===== config.mk =====
export PLATFORM = sky130hd
export DESIGN_NAME = arbitro_alu
export DESIGN_NICKNAME = d
export VERILOG_FILES = /design/src/rtl/arbitro_alu.sv
export SDC_FILE = /design/constraint.sdc
export NUM_CORES = 1
export LEC_CHECK = 0
export ABC_AREA = 1
export BUFFER_PORTS_ARGS = -buffer_cell sky130_fd_sc_hd__buf_2
export CAP_MARGIN = 40
export CORE_MARGIN = 5
export CORE_UTILIZATION = 43
export DETAILED_ROUTE_END_ITERATION = 8
export PLACE_DENSITY = 0.76
export RECOVER_POWER = 100
export SETUP_SLACK_MARGIN = 0.1
export SLEW_MARGIN = 20
export SYNTH_ARGS = -nofsm -noshare
export SYNTH_HDL_FRONTEND = slang
export SYNTH_SLANG_ARGS = --single-unit

===== constraint.sdc =====
create_clock -name clk -period 3.5 [get_ports clk]
set_input_delay 0.175 -clock clk [delete_from_list [all_inputs] [get_ports clk]]
set_output_delay 0.175 -clock clk [all_outputs]
set_load 0.05 [all_outputs]

===== src/rtl/arbitro_alu.sv =====
// arbitro_alu: round-robin arbiter sharing one registered add/multiply unit between two clients
module arbitro_alu #(
    parameter int W = 16
) (
    input  logic         clk,
    input  logic         rst,
    input  logic         req0,
    input  logic         req1,
    input  logic [W-1:0] a0,
    input  logic [W-1:0] b0,
    input  logic [W-1:0] a1,
    input  logic [W-1:0] b1,
    input  logic         op0,
    input  logic         op1,
    output logic         ack0,
    output logic         ack1,
    output logic         done0,
    output logic         done1,
    output logic [W-1:0] res0,
    output logic [W-1:0] res1,
    output logic         busy,
    output logic [W-1:0] alu_abc,
    output logic [W-1:0] alu_xis,
    output logic         alu_H,
    input  logic [W-1:0] alu_resultado
);
    typedef enum logic [1:0] {IDLE, ISSUE, CAPTURE} state_t;
    state_t state, state_n;
    logic gnt, last, grant, win;
    always_ff @(posedge clk)
        if (rst) state <= IDLE;
        else     state <= state_n;
    // On a tie the client that was not served last wins
    always_comb begin
        grant   = (state == IDLE) && (req0 || req1);
        win     = (req0 && req1) ? ~last : req1;
        state_n = state == IDLE  ? (grant ? ISSUE : IDLE) :
                  state == ISSUE ? CAPTURE : IDLE;
    end
    assign busy = state != IDLE;
    always_ff @(posedge clk)
        if (rst) begin
            gnt     <= 1'b0;
            last    <= 1'b1;
            ack0    <= 1'b0;
            ack1    <= 1'b0;
            done0   <= 1'b0;
            done1   <= 1'b0;
            res0    <= '0;
            res1    <= '0;
            alu_abc <= '0;
            alu_xis <= '0;
            alu_H   <= 1'b0;
        end else begin
            ack0  <= grant && !win;
            ack1  <= grant && win;
            done0 <= (state == CAPTURE) && !gnt;
            done1 <= (state == CAPTURE) && gnt;
            if (grant) begin
                gnt     <= win;
                alu_abc <= win ? a1 : a0;
                alu_xis <= win ? b1 : b0;
                alu_H   <= win ? op1 : op0;
            end
            if (state == CAPTURE) begin
                last <= gnt;
                if (gnt) res1 <= alu_resultado;
                else     res0 <= alu_resultado;
            end
        end
endmodule


==> impl_metrics.py <==
metrics = {
    "outcome": {
        "status": "finished, violations left",
        "violations": "capacitance limit, slew limit",
    },
    "critical_path": {
        "worstPathCellList": "nor2_4, o21ai_4, buf_16, nor2_1, nand3_1, nand2_1",
        "cp.required_ps": 3780,
        "cpLargestDelayFamily": "simple AND/OR/NAND/NOR gates",
        "setup.worst_path.start": "state[0]",
        "worst-setup-path-type": "flip-flop to flip-flop",
        "r2r_cells": 6,
        "slowest_delay_ps": 950,
        "crit_buf_inv": 1,
        "arrival_ps": 2920,
        "critPathLaunchType": "flip-flop",
        "endpoint_kind": "flip-flop",
        "crit-reg2reg-launch": "state[0]",
        "cp.depth": 6,
        "critPathMaxFanout": 26,
        "crit_slowest_cell": "nor2_1",
    },
    "timing": {
        "maxSlewHeadroom": -0.09726,
        "finalCriticalPeriod_ps": 2643,
        "hold_viol": 0,
        "finalSetupTns_ps": 0,
        "rsz0062_at_grt": "no",
        "final-setup-viol-count": 0,
        "worst_pin_slew_ps": 1646,
        "fmaxAchievable_mhz": 378.3,
        "worst_slack_ps": 856.6,
        "fin_crit_sh": 0.7553,
        "finClkSkew_ps": 6.852,
        "hold_slack_ps": 51.03,
        "maxSlewViolCount": 39,
    },
    "clocking": {
        "cts_buffer_depth": 2,
        "hold_buffers": 0,
        "h-tree-depth": 3,
        "clkLatencyLatePin_ps": 340,
        "ctsRootBufferMaster": "clkbuf_8",
        "clkTransAtPathRegs_ps": 80,
        "cts_sinks": 73,
        "cts_resized": 0,
        "numCtsBuffers": 9,
        "cts_tree": "built",
        "post-cts-setup-buffer-count": 0,
    },
    "floorplanning": {
        "core_area_um2": 6794,
        "fp-row-count": 30,
        "die-area_um2": 8754,
        "die_h_um": 93.57,
        "ios": 156,
        "die_w_um": 93.57,
        "start_util": 0.4420,
    },
    "logic_synthesis": {
        "yosysTopAreaCellShare": 0.4867,
        "synth_fp_nets": 507,
        "synth_area_leader_cell": "dfxtp_1",
        "yosys_warnings": 0,
        "synth-seq-area-share": 0.4867,
        "syn-cell-area_um2": 3003,
        "ys_seq_elements": 73,
        "postSynthCellCount": 421,
        "netlist_top_cells_area": "dfxtp_1 49%, nand2_1 25%, nand3_1 11%",
        "synthDistinctLibCells": 18,
        "synth.avg_cell_area_um2": 7.133,
    },
    "detailed_routing": {
        "avgRoutedWirePerCell_um": 12.87,
        "drtIter0Drc": 114,
        "antenna_left": 0,
        "vias_per_cell": 4.802,
        "dr.pass1.iters": 4,
        "drc": 0,
        "vias": 3184,
        "finalWirelength_mm": 8.530,
    },
    "grt": {
        "track_usage": 0.1940,
        "antenna_found_initial": 0,
        "grt_pass1_vias": 3035,
        "grt_pass1_wl_mm": 13.77,
        "grt.overflow.total": 0,
        "grt_max_degree": 39,
    },
    "layout": {
        "nFillCells": 703,
        "nNetsFinal": 648,
        "final-instance-count-excl-fill": 663,
        "fin_area_um2": 3855,
        "syn_to_final_growth_pct": 28.38,
        "n_antenna_cell": 0,
        "layout-drive-gt1-share": 0.1887,
    },
    "placement": {
        "port_buffers": 155,
        "numPlacedInstances": 647,
        "dpl-instance-area_um2": 3761,
        "gp_congestion": 0.7998,
        "dp_hpwl_mm": 6.093,
        "place_ws_ps": 1350,
    },
    "worst_hold_path": {
        "hold_start": "alu_resultado[12]",
        "whs_path_depth": 3,
        "hp-class": "primary input to flip-flop",
    },
    "power_and_ir_drop": {
        "power_density_nw_per_um2": 517.8,
        "cellLeakagePower_nw": 1.852,
        "irDropWorstVdd_uv": 236.4,
    },
    "run": {
        "maxCapViolations": 1,
    },
}
## synthesized netlist by cell type
cell	n
nand2_1	203
dfxtp_1	73
nand3_1	68
a21oi_1	32
buf_2	6
buf_4	6
clkbuf_1	6
buf_6	5
inv_1	4
buf_1	3
inv_2	3
nor2_1	3
nor2_4	3
nand2_2	2
clkinv_1	1
nor3_1	1
o21ai_0	1
o21ai_4	1
## where the power goes
group	switching [mW]	internal, mW	leakage (nW)
registers	0.0296	0.881	0.596
clock network	0.313	0.331	0.0889
logic	0.333	0.110	1.17
## worst min-delay path: stages
cell and delay (ps):
buf_2 90, nand2_1 50, nand2_1 50
## kinds of logic (layout without fill, tap and decap cells)
| group | Yosys count | in the layout | share of synthesized area |
|---|---|---|---|
| AND/OR/NAND/NOR | 280 | 280 | 0.3879 |
| flip-flops | 73 | 73 | 0.4867 |
| AO/OA/AOI/OAI | 34 | 34 | 0.06042 |
| buffers and inverters | 34 | 180 | 0.06499 |
## layer usage
layer | up-vias | wire length [um] | GRT usage
li1 | 1624 | - | -
met1 | 1430 | 3609 | 0.2332
met2 | 115 | 4142 | 0.3353
met3 | 15 | 603 | 0.03701
met4 | 0 | 175 | 0.08544
met5 | - | 0 | 0
## placed cells by master, fill, tap and decap left out
cell type	synthesis	final
dfxtp_1	73	73
clkbuf_8	0	9
nor2_4	3	2
o21ai_4	1	1
inv_6	0	1
buf_2	6	85
nor3_1	1	1
buf_16	0	1
a21oi_1	32	32
clkinv_2	0	1
clkinv_1	1	1
nand2_1	203	205
clkbuf_1	6	71
clkinvlp_4	0	3
nand3_1	68	68
nor2_1	3	4
inv_1	4	4
o21ai_0	1	1
bufinv_16	0	1
inv_2	3	3
## area by class of cell
cell class	instances	area, um^2	area share
clock buffer	10	127.6	0.03311
sequential	73	1461	0.3791
timing repair buffer	156	715.7	0.1857
multi-input combinational	314	1334	0.3460
inverter	8	30.03	0.007790
clock inverter	6	66.31	0.01720
tap	96	120.1	0.03116
## sequential cells by signal (all words and copies together), names as in the netlist, 2 cells and up
| signal | count |
|---|---|
| alu_abc | 16 |
| alu_xis | 16 |
| res0 | 16 |
| res1 | 16 |
| state | 2 |
## through the flow
| stage | power (mW) | util |
|---|---|---|
| 5_1_grt | 2.087 | 0.5674 |
| 4_1_cts | 2.031 | 0.5821 |
| 3_5_place_dp | 1.384 | 0.5536 |
| 3_3_place_gp | 1.371 | 0.5495 |
| 6_report | 1.996 | 0.5674 |
| 2_1_floorplan | 1.258 | - |
## path summary, 6_finish.rpt
kind	end	slack, ps
hold / removal	res1[12]	50
setup reg to reg	alu_xis[8]	860
hold reg to reg	res1[7]	450
setup / recovery	alu_xis[8]	860
Note: power is estimated with default switching activity, not from simulation.
